$ cat src/rtl/counter_pkg.sv
// Shared definitions for the mod-MOD counter and the monitors that consume it.
package counter_pkg;

  // Defaults for the upstream counter shape.
  localparam int MOD_DEF   = 5;
  localparam int CNT_W_DEF = 3;

  // Monitor states. IDLE is the all-zero encoding so reset lands there.
  typedef enum logic [1:0] {
    IDLE    = 2'd0,
    ACQUIRE = 2'd1,
    TRACK   = 2'd2
  } state_t;

  // Outcome of comparing a new count sample against the previous one.
  typedef enum logic [2:0] {
    CLS_NONE    = 3'd0,
    CLS_LEGAL   = 3'd1,
    CLS_WRAP    = 3'd2,
    CLS_RESTART = 3'd3,
    CLS_ERROR   = 3'd4
  } cls_t;

  // Successor of value in a mod-'mod' count. The wrap uses an explicit
  // compare against mod-1 rather than a modulo, so it behaves the same when
  // mod fills the whole counter width.
  function automatic logic [31:0] next_mod(input logic [31:0] value, input int mod);
    logic [31:0] last;
    last = 32'(mod - 1);
    if (value == last) begin
      return 32'd0;
    end
    return value + 32'd1;
  endfunction

endpackage

$ cat src/rtl/count_seq_monitor_sat_counter.sv
// Saturating up-counter with a synchronous clear that beats increment.
module sat_counter #(
  parameter int W = 8
) (
  input  logic         clk,
  input  logic         rst,
  input  logic         inc,
  input  logic         clr,
  output logic [W-1:0] q
);

  logic at_max;

  // All-ones marks saturation; the counter never rolls over to zero.
  always_comb begin
    at_max = &q;
  end

  // Reset and clear both zero the count; increment is ignored once saturated.
  always_ff @(posedge clk) begin
    if (!rst) begin
      q <= '0;
    end else if (clr) begin
      q <= '0;
    end else if (inc && !at_max) begin
      q <= q + W'(1);
    end
  end

endmodule

$ cat src/rtl/count_seq_monitor.sv
// Sequence monitor for the mod-MOD down-edge counter: acquires on the first
// zero, checks each following sample against the expected successor, and
// reports wraps, errors and lock status through registered outputs.
module count_seq_monitor
  import counter_pkg::*;
#(
  parameter int MOD    = MOD_DEF,
  parameter int CNT_W  = CNT_W_DEF,
  parameter int WRAP_W = 16,
  parameter int ERR_W  = 8,
  parameter int LOCK_N = 5
) (
  input  logic              clk,
  input  logic              rst,
  input  logic              en,
  input  logic              clr,
  input  logic [CNT_W-1:0]  count_in,
  output logic              wrap_pulse,
  output logic [WRAP_W-1:0] wrap_count,
  output logic              err_sticky,
  output logic [ERR_W-1:0]  err_count,
  output logic              locked
);

  // Run length only needs to reach LOCK_N, after which it holds.
  localparam int RUN_W = $clog2(LOCK_N + 1);

  localparam logic [RUN_W-1:0] LOCK_V = RUN_W'(LOCK_N);
  localparam logic [CNT_W-1:0] LAST_V = CNT_W'(MOD - 1);

  state_t           state;
  state_t           state_n;
  cls_t             cls;
  logic [CNT_W-1:0] prev_q;
  logic [CNT_W-1:0] prev_n;
  logic [CNT_W-1:0] exp_val;
  logic [RUN_W-1:0] run_q;
  logic [RUN_W-1:0] run_n;
  logic [RUN_W-1:0] run_inc;
  logic             wrap_evt;
  logic             err_evt;
  logic             locked_n;

  // Expected next sample and the saturated run length after one more legal step.
  always_comb begin
    exp_val = CNT_W'(next_mod(32'(prev_q), MOD));
    run_inc = (run_q >= LOCK_V) ? LOCK_V : run_q + RUN_W'(1);
  end

  // Classify the current sample; only meaningful while tracking and enabled.
  always_comb begin
    cls = CLS_NONE;
    if (state == TRACK && en) begin
      if (count_in == exp_val) begin
        cls = (prev_q == LAST_V) ? CLS_WRAP : CLS_LEGAL;
      end else if (count_in == '0) begin
        cls = CLS_RESTART;
      end else begin
        cls = CLS_ERROR;
      end
    end
  end

  // Next-state, tracking registers and event strobes.
  always_comb begin
    state_n  = state;
    prev_n   = prev_q;
    run_n    = run_q;
    wrap_evt = 1'b0;
    err_evt  = 1'b0;
    locked_n = 1'b0;

    unique case (state)
      IDLE: begin
        if (en) begin
          state_n = ACQUIRE;
        end
      end

      ACQUIRE: begin
        if (!en) begin
          state_n = IDLE;
        end else if (count_in == '0) begin
          state_n = TRACK;
          prev_n  = '0;
          run_n   = '0;
        end
      end

      TRACK: begin
        if (!en) begin
          state_n = IDLE;
        end else begin
          unique case (cls)
            CLS_LEGAL: begin
              prev_n = count_in;
              run_n  = run_inc;
            end
            CLS_WRAP: begin
              prev_n   = count_in;
              run_n    = run_inc;
              wrap_evt = 1'b1;
            end
            CLS_RESTART: begin
              prev_n = '0;
              run_n  = '0;
            end
            CLS_ERROR: begin
              run_n   = '0;
              err_evt = 1'b1;
              state_n = ACQUIRE;
            end
            default: begin
              state_n = state;
            end
          endcase
        end
      end

      default: begin
        state_n = IDLE;
      end
    endcase

    locked_n = (state_n == TRACK) && (run_n >= LOCK_V);
  end

  // FSM state and tracking registers.
  always_ff @(posedge clk) begin
    if (!rst) begin
      state  <= IDLE;
      prev_q <= '0;
      run_q  <= '0;
    end else begin
      state  <= state_n;
      prev_q <= prev_n;
      run_q  <= run_n;
    end
  end

  // Registered wrap strobe and lock flag; clear leaves both alone.
  always_ff @(posedge clk) begin
    if (!rst) begin
      wrap_pulse <= 1'b0;
      locked     <= 1'b0;
    end else begin
      wrap_pulse <= wrap_evt;
      locked     <= locked_n;
    end
  end

  // Sticky error flag; a same-cycle clear wins over a new error.
  always_ff @(posedge clk) begin
    if (!rst) begin
      err_sticky <= 1'b0;
    end else if (clr) begin
      err_sticky <= 1'b0;
    end else if (err_evt) begin
      err_sticky <= 1'b1;
    end
  end

  sat_counter #(.W(WRAP_W)) u_wrap_cnt (
    .clk (clk),
    .rst (rst),
    .inc (wrap_evt),
    .clr (clr),
    .q   (wrap_count)
  );

  sat_counter #(.W(ERR_W)) u_err_cnt (
    .clk (clk),
    .rst (rst),
    .inc (err_evt),
    .clr (clr),
    .q   (err_count)
  );

endmodule

$ cat config.mk
export PLATFORM = sky130hd
export DESIGN_NAME = count_seq_monitor
export DESIGN_NICKNAME = d
export VERILOG_FILES = /design/src/rtl/counter_pkg.sv /design/src/rtl/count_seq_monitor_sat_counter.sv /design/src/rtl/count_seq_monitor.sv
export SDC_FILE = /design/constraint.sdc
export NUM_CORES = 1
export LEC_CHECK = 0
export BUFFER_PORTS_ARGS = -buffer_cell sky130_fd_sc_hd__buf_4
export CORE_ASPECT_RATIO = 2
export CORE_MARGIN = 2
export CORE_UTILIZATION = 56
export DETAILED_ROUTE_END_ITERATION = 6
export PLACE_DENSITY = 0.8
export SYNTH_ARGS = -nofsm -noshare
export SYNTH_HDL_FRONTEND = slang
export SYNTH_HIERARCHICAL = 1
export SYNTH_SLANG_ARGS = --single-unit
$ cat constraint.sdc
create_clock -name clk -period 3 [get_ports clk]
set_input_delay 0.6 -clock clk [delete_from_list [all_inputs] [get_ports clk]]
set_output_delay 0.6 -clock clk [all_outputs]
set_load 0.05 [all_outputs]
==> flow_summary.json, run 1 <==
{
  "synth_ff_type": "dfxtp_1",
  "cts_hold_buf": 0,
  "cts_resized": 0,
  "ir_worst_vdd_mv": 0.410,
  "async_flop_share_pct": 0,
  "place_congestion": 0.923,
  "num_io_pins": 34,
  "synth_top_family_by_area": "compound AO/OA/AOI/OAI gates",
  "route.detailed.drc": 0,
  "diodes": 0,
  "path_max_fanout": 6,
  "cts_max_level": 2,
  "grt_pass1_vias": 1915,
  "fp.dieW_um": 47.3,
  "avgSynthCellArea_um2": 8.77,
  "drv_cap": 0,
  "cts_inserted_buffers": 5,
  "synth_edf_count": 0,
  "tightest_slew_ns": 0.699,
  "vias": 2025,
  "drive_gt1_share_pct": 22.9,
  "grt_use_total_pct": 26.1,
  "synth-xor-area-share_pct": 1.25,
  "firstDrtPassIters": 4,
  "grt_max_degree": 16,
  "syn_inst": 240,
  "hold_ws_ns": 0.506,
  "crit_type": "register to register",
  "avgViaCountPerCell": 6.17,
  "postCtsSetupRepairBufs": 0,
  "worstPathRequired_ns": 3.21,
  "finClkSkew_ns": 0.00606,
  "min_path_type": "register to register",
  "clkLatencyLatePin_ns": 0.29,
  "grt_overflow_total": 0,
  "drt_iter0_drc": 60,
  "power.density_mw_per_mm2": 360,
  "max_freq_mhz": 352,
  "path_cells": "inv_1, ha_1, nor3b_1, o221ai_2, a21oi_2, and3b_1, nand2_1, or3_4, or4_1, a21oi_1",
  "wl_mm": 4.99,
  "worstPathArrival_ns": 3.05,
  "startpoint_type": "register",
  "cts_tree": "yes",
  "cts_buffer_depth": 2,
  "endpoint_kind": "register",
  "synth_simple_gate_area_share_pct": 26.4,
  "p_leak_nw": 0.925,
  "finalCritPeriodShare_pct": 94.6,
  "synth-warning-count": 6,
  "min_period_ns": 2.84,
  "die_area_mm2": 0.00429,
  "fin_ws_ns": 0.163,
  "synthAdderAreaFrac_pct": 5.95,
  "wl_per_cell_um": 15.2,
  "core_area_mm2": 0.00361,
  "initial_utilization_pct": 58.3,
  "synth_nets": 257,
  "cts.clk_slew.worst_paths_ns": 0.07,
  "antenna_found_initial": 0,
  "synth_mux_area_share_pct": 1.96,
  "slowest_delay_ns": 0.46,
  "dp_hpwl_mm": 3.76,
  "grt_pass1_wl_mm": 8.34,
  "finalSetupViolations": 0,
  "final_common_cell": "buf_4",
  "clockRootBuffer": "clkbuf_8",
  "power_mw": 0.906,
  "num-nets-final": 295,
  "num_rows": 31,
  "yosys_register_bits": 35,
  "pre_cts_slack_ns": 0.182,
  "layout_common_cells": "buf_4 (36), dfxtp_1 (35), nand2_1 (20)",
  "synth_area_mm2": 0.00210,
  "die_h_um": 90.7,
  "slew_headroom_pct": 53.2,
  "hold_viol": 0,
  "slew_violations": 0,
  "clock-sinks": 35,
  "ys_seq_area_share_pct": 33.3,
  "ant_nets": 0,
  "synth_compound_area_share_pct": 27.2,
  "syn_to_final_growth_pct": 19.4,
  "synthDistinctLibCells": 63,
  "portBuffers": 33,
  "status": "finished clean",
  "crit_path_top_delay_cell": "dfxtp_1"
}
layout make-up:
class	instances	area [um^2]
flip-flops and latches	35	701
multi-input cells	186	1330
well taps	49	61.3
repair buffers	36	270
inverters	14	52.6
fillers	314	1090
clock buffers	8	100
kinds of logic (layout without fill, tap and decap cells):
| kind of cell | after synthesis | count (layout) |
|---|---|---|
| simple gates | 97 | 97 |
| compound gates | 72 | 72 |
| xor+xnor | 3 | 3 |
| flops | 35 | 35 |
| fa+ha+maj | 10 | 10 |
| mux | 4 | 4 |
| buf+inv | 19 | 58 |
routing by layer:
metal / routed length, um / part of all wire [%] / track usage [%]
met1: 1770 / 36 / 25.2
met2: 2850 / 57 / 46.2
met3: 169 / 3.4 / 4.20
met4: 200 / 4.0 / 15.7
met5: 0 / 0 / 0
sequential cells by signal, summed over array words and instances, names as in the netlist:
| signal | flops |
|---|---|
| err_sticky | 1 |
| wrap_pulse | 1 |
| locked | 1 |
| u_wrap_cnt/q | 16 |
| run_q | 3 |
| prev_q | 3 |
| state | 2 |
| u_err_cnt/q | 8 |
critical path, delay by kind of cell (launching register included):
kind                     cells  cell delay (ns)
AO/OA/AOI/OAI                3             0.51
adder cells (fa/ha/maj)      1             0.22
buffers and inverters        1             0.08
flip-flops                   1             0.46
AND/OR/NAND/NOR              5             1.48
cells in the mapped netlist (all sizes together) (3+ instances only):
cell | count | area, um^2
nor4 | 5 | 31.3
inv | 14 | 52.6
ha | 10 | 125
or4 | 4 | 31.3
and2 | 4 | 25.0
dfxtp | 35 | 701
a21oi | 20 | 108
o41ai | 3 | 45.1
nor2b | 3 | 18.8
nand2 | 20 | 75.1
o221ai | 3 | 32.5
o211ai | 3 | 22.5
nand3 | 14 | 70.1
mux2i | 3 | 30.0
and4 | 3 | 27.5
o21ai | 11 | 58.8
nor3 | 6 | 30.0
or3 | 6 | 43.8
o21a | 4 | 30.0
o31ai | 3 | 22.5
clkbuf | 3 | 11.3
nor2 | 11 | 41.3
nand4 | 8 | 71.3
a211oi | 4 | 35.0
nand2b | 6 | 37.5
metrics by stage:
stage               utilization [%]  area [um^2]  std cells  setup TNS (ns)
CTS                            69.5         2510        328               0
detailed placement             66.7         2410        320               0
global placement               66.7         2410        320               0
finish                         69.6         2510        328               0
global route                   69.6         2510        328         -0.0104
floorplan                         -         2100        240               0
where the power goes:
part	internal [mW]	switching, mW
Clock	0.210	0.169
Sequential	0.466	0.00175
Combinational	0.0219	0.0380
path summary, 6_finish.rpt:
| check | from | cells past startpoint | endpoint | slack (ns) |
|---|---|---|---|---|
| min | u_err_cnt/q[1] | 2 | u_err_cnt/q[1] | 0.51 |
| min reg2reg | u_err_cnt/q[1] | 2 | u_err_cnt/q[1] | 0.51 |
| max reg2reg | prev_q[0] | 10 | u_wrap_cnt/q[9] | 0.16 |
| max | prev_q[0] | 10 | u_wrap_cnt/q[9] | 0.16 |
(Power assumes the default switching activity.)
==> inputs of run 2 (changes only) <==
- PLACE_DENSITY: 0.8 -> 0.86
- REMOVE_ABC_BUFFERS: default -> 1
==> flow_summary.json, run 2 (synthesis gave the netlist of run 1 again) <==
{
  "status": "finished clean",
  "slew_headroom_pct": 53.8,
  "layout_common_cells": "buf_4 (36), dfxtp_1 (35), nand2_1 (20)",
  "crit_type": "register to register",
  "top_register": "u_wrap_cnt/q",
  "multi_input_area_mm2": 0.00132,
  "grt_pass1_vias": 1809,
  "cts_resized": 0,
  "worstPathRequired_ns": 3.23,
  "num-nets-final": 295,
  "clockRootBuffer": "clkbuf_8",
  "num_io_pins": 34,
  "seq_area_um2": 701,
  "routed-wl-met3_um": 146,
  "core_area_mm2": 0.00361,
  "drv_cap": 0,
  "ant_nets": 0,
  "wl_met2_mm": 2.82,
  "fp.dieW_um": 47.3,
  "power.density_mw_per_mm2": 349,
  "nFillCells": 302,
  "cts_buffer_depth": 2,
  "finClkSkew_ns": 0.00341,
  "top_layer": "met4",
  "dp_hpwl_mm": 3.68,
  "power_switching_mw": 0.218,
  "slew_violations": 0,
  "cts_max_level": 2,
  "final_common_cell": "buf_4",
  "grt_max_degree": 16,
  "ir_worst_vdd_mv": 0.279,
  "drt_iter0_drc": 49,
  "portBuffers": 33,
  "intPower_mw": 0.651,
  "place_congestion": 0.912,
  "drive_gt1_share_pct": 22.2,
  "path_max_fanout": 6,
  "cts_hold_buf": 0,
  "avgViaCountPerCell": 6.07,
  "postCtsSetupRepairBufs": 0,
  "num_rows": 31,
  "clock-sinks": 35,
  "p_leak_nw": 0.915,
  "vias": 1990,
  "die_area_mm2": 0.00429,
  "antenna_found_initial": 0,
  "cts.clk_slew.worst_paths_ns": 0.07,
  "initial_utilization_pct": 58.3,
  "clkLatencyLatePin_ns": 0.29,
  "wl_per_cell_um": 15.1,
  "wl_mm": 4.97,
  "syn_to_final_growth_pct": 18.2,
  "switching_share_pct": 25.1,
  "worstPathArrival_ns": 3.00,
  "diodes": 0,
  "firstDrtPassIters": 4,
  "power_frac_seq_pct": 53.8,
  "top_regs": "u_wrap_cnt/q: 16 flops, u_err_cnt/q: 8 flops",
  "p_comb_share_pct": 6.9,
  "tightest_slew_ns": 0.691,
  "finalCritPeriodShare_pct": 92.2,
  "grt_pass1_wl_mm": 7.96,
  "clockPowerShare_pct": 39.3,
  "grt_overflow_total": 0,
  "finalSetupViolations": 0,
  "die_h_um": 90.7,
  "grt_use_total_pct": 24.8,
  "min_period_ns": 2.77,
  "hold_viol": 0,
  "cts_inserted_buffers": 5,
  "max_freq_mhz": 362,
  "min_path_type": "register to register",
  "largest_reg_flops": 16,
  "finish.utilization_pct": 69.0,
  "route.detailed.drc": 0,
  "finalSetupTns_ns": 0,
  "cts_tree": "yes",
  "startpoint_type": "register",
  "wl_met1_mm": 1.89,
  "endpoint_kind": "register",
  "rsz0062_at_grt": "no"
}
## run 2: cell types whose count changed in the layout (fill, tap and decap cells not counted), sizes merged
cell / change
clkbuf: -1
clkinv: +1
## run 2: metal layers
metal  up-vias  global-route usage (%)
met5         -                       0
li1        988                       -
met4         0                    10.4
met2        51                    47.1
met1       941                    22.7
met3        10                    4.40
## run 2: final timing paths
kind / endpoint / from / depth (start not counted) / slack [ns]
max: u_wrap_cnt/q[9] / prev_q[0] / 10 / 0.23
min: run_q[1] / run_q[1] / 2 / 0.51
max reg2reg: u_wrap_cnt/q[9] / prev_q[0] / 10 / 0.23
min reg2reg: run_q[1] / run_q[1] / 2 / 0.51
## run 2: area by class of cell
type	instances	area share, %
clock inverter	1	0.201
clock buffer	7	3.07
timing repair buffer	36	10.9
multi-input combinational	186	53.1
tap	49	2.46
sequential	35	28.2
inverter	14	2.11
## run 2: power groups by stage
| stage | registers [mW] | logic (mW) | clock network (mW) |
|---|---|---|---|
| finish | 0.467 | 0.0597 | 0.342 |
| global route | 0.467 | 0.0649 | 0.360 |
| CTS | 0.467 | 0.0594 | 0.342 |
| detailed placement | 0.478 | 0.0591 | 0 |
| global placement | 0.478 | 0.0579 | 0 |
| floorplan | 0.478 | 0.0350 | 0 |
## run 2: worst max-delay path, cell delays in order (launching register included)
cell,delay [ns]
dfxtp_1,0.44
inv_1,0.07
ha_1,0.22
nor3b_1,0.25
o221ai_2,0.19
a21oi_2,0.17
and3b_1,0.28
nand2_1,0.13
or3_4,0.40
or4_1,0.41
a21oi_1,0.14
## run 2: through the flow
stage / power [mW] / hold WS (ns) / setup slack, ns / instance area [um^2] / std cells
2_1_floorplan: 0.513 / 0.469 / 0.312 / 2070 / 235
3_3_place_gp: 0.536 / 0.488 / 0.243 / 2410 / 320
3_5_place_dp: 0.537 / 0.502 / 0.204 / 2410 / 320
4_1_cts: 0.869 / 0.512 / 0.231 / 2490 / 328
5_1_grt: 0.892 / 0.533 / 0.114 / 2490 / 328
6_report: 0.869 / 0.515 / 0.234 / 2490 / 328
==> inputs of run 3 (changes only) <==
- BUFFER_PORTS_ARGS: -buffer_cell sky130_fd_sc_hd__buf_4 -> default
- CORE_UTILIZATION: 56 -> 63
- DONT_BUFFER_PORTS: default -> 1
==> flow_summary.json, run 3 (synthesis gave the netlist of run 1 again) <==
{
  "num-nets-final": 271,
  "whs_path_depth": 1,
  "dp_hpwl_mm": 3.62,
  "slowest_delay_ns": 0.44,
  "initial_utilization_pct": 65.9,
  "reg2reg_depth": 10,
  "num_rows": 29,
  "top_register": "u_wrap_cnt/q",
  "drive_gt1_share_pct": 15.7,
  "crit_path_top_delay_cell": "dfxtp_1",
  "finalCritPeriodShare_pct": 94.6,
  "fp.dieW_um": 44.9,
  "firstDrtPassIters": 4,
  "cts_inserted_buffers": 5,
  "top_regs": "u_wrap_cnt/q: 16 flops, u_err_cnt/q: 8 flops",
  "wl_per_cell_um": 16.8,
  "wl_mm": 4.81,
  "route.detailed.drc": 0,
  "startpoint_type": "register",
  "place_congestion": 0.890,
  "grt_pass1_wl_mm": 7.93,
  "avgViaCountPerCell": 6.71,
  "rsz0062_at_grt": "no",
  "clockRootBuffer": "clkbuf_8",
  "finClkSkew_ns": 0.00345,
  "die_h_um": 85.7,
  "finish.utilization_pct": 72.3,
  "slew_violations": 0,
  "max_freq_mhz": 352,
  "diodes": 0,
  "antenna_found_initial": 0,
  "die_area_mm2": 0.00385,
  "ir_worst_vdd_mv": 0.313,
  "syn_to_final_growth_pct": 9.75,
  "hold_viol": 0,
  "finalSetupViolations": 0,
  "finalSetupTns_ns": 0,
  "cts.clk_slew.worst_paths_ns": 0.07,
  "crit_cells": 10,
  "core_area_mm2": 0.00319,
  "worstPathRequired_ns": 3.22,
  "path_delay_family": "simple AND/OR/NAND/NOR gates",
  "min_path_type": "input port to register",
  "power.density_mw_per_mm2": 384,
  "largest_reg_flops": 16,
  "endpoint_kind": "register",
  "path_cells": "inv_1, ha_1, nor3b_1, o221ai_2, a21oi_2, and3b_1, nand2_1, or3_4, or4_1, a21oi_1",
  "grt_use_total_pct": 27.2,
  "slew_headroom_pct": 49.0,
  "clkLatencyLatePin_ns": 0.29,
  "num_io_pins": 34,
  "p_leak_nw": 0.798,
  "portBuffers": 0,
  "hold_ws_ns": 0.432,
  "clock-sinks": 35,
  "crit_type": "register to register",
  "cts_max_level": 2,
  "layout_common_cells": "dfxtp_1 (35), nand2_1 (20), a21oi_1 (18)",
  "path_buf_inv": 1,
  "path_max_fanout": 6,
  "drv_cap": 0,
  "drt_iter0_drc": 52,
  "final_common_cell": "dfxtp_1",
  "cts_tree": "yes",
  "vias": 1918,
  "ant_nets": 0,
  "fin_cells": 286,
  "tightest_slew_ns": 0.764,
  "worstPathArrival_ns": 3.06,
  "grt_overflow_total": 0,
  "grt_pass1_vias": 1840,
  "cts_buffer_depth": 2,
  "status": "finished clean",
  "power_mw": 0.888,
  "dp.cells": 278,
  "min_period_ns": 2.84,
  "grt_max_degree": 16
}
[run 3: power breakdown]
group / switching [mW] / total (mW) / internal [mW]
Sequential: 0.00191 / 0.468 / 0.466
Combinational: 0.0293 / 0.0464 / 0.0171
Clock: 0.164 / 0.373 / 0.209
[run 3: repair_timing]
item,in CTS,in global routing
hold endpoints to repair,0,0
hold buffers,0,0
resized for setup,0,1
endpoints found under the setup margin,0,1
setup buffers,0,0
[run 3: cell type report]
type | instances | area [um^2]
multi-input combinational | 186 | 1330
fill | 260 | 883
sequential | 35 | 701
clock buffer | 8 | 100
timing repair buffer | 12 | 90.1
inverter | 14 | 52.6
tap | 31 | 38.8
[run 3: metal layers]
metal	vias up	share of wire, %	track usage, %	wire length (um)
met5	-	0	0	0
met3	11	4.4	5.68	211
met4	0	2.7	16.6	131
li1	941	-	-	-
met1	927	36	25.0	1730
met2	39	57	50.5	2740
[run 3: worst reg2reg max path, stage by stage, from the launching register on]
cell and delay (ns):
dfxtp_1 0.44, inv_1 0.07, ha_1 0.22, nor3b_1 0.25, o221ai_2 0.20, a21oi_2 0.19
and3b_1 0.30, nand2_1 0.14, or3_4 0.43, or4_1 0.40, a21oi_1 0.14
[run 3: final timing paths]
check,from,endpoint,slack (ns)
max reg2reg,prev_q[0],u_wrap_cnt/q[9],0.16
min,rst,wrap_pulse,0.43
min reg2reg,prev_q[1],prev_q[1],0.50
max,prev_q[0],u_wrap_cnt/q[9],0.16
[run 3: per-stage QoR]
step	setup slack, ns	cell area [um^2]
3_5_place_dp	0.145	2200
6_report	0.161	2310
4_1_cts	0.123	2300
3_3_place_gp	0.273	2200
2_1_floorplan	0.312	2070
5_1_grt	0.0140	2310
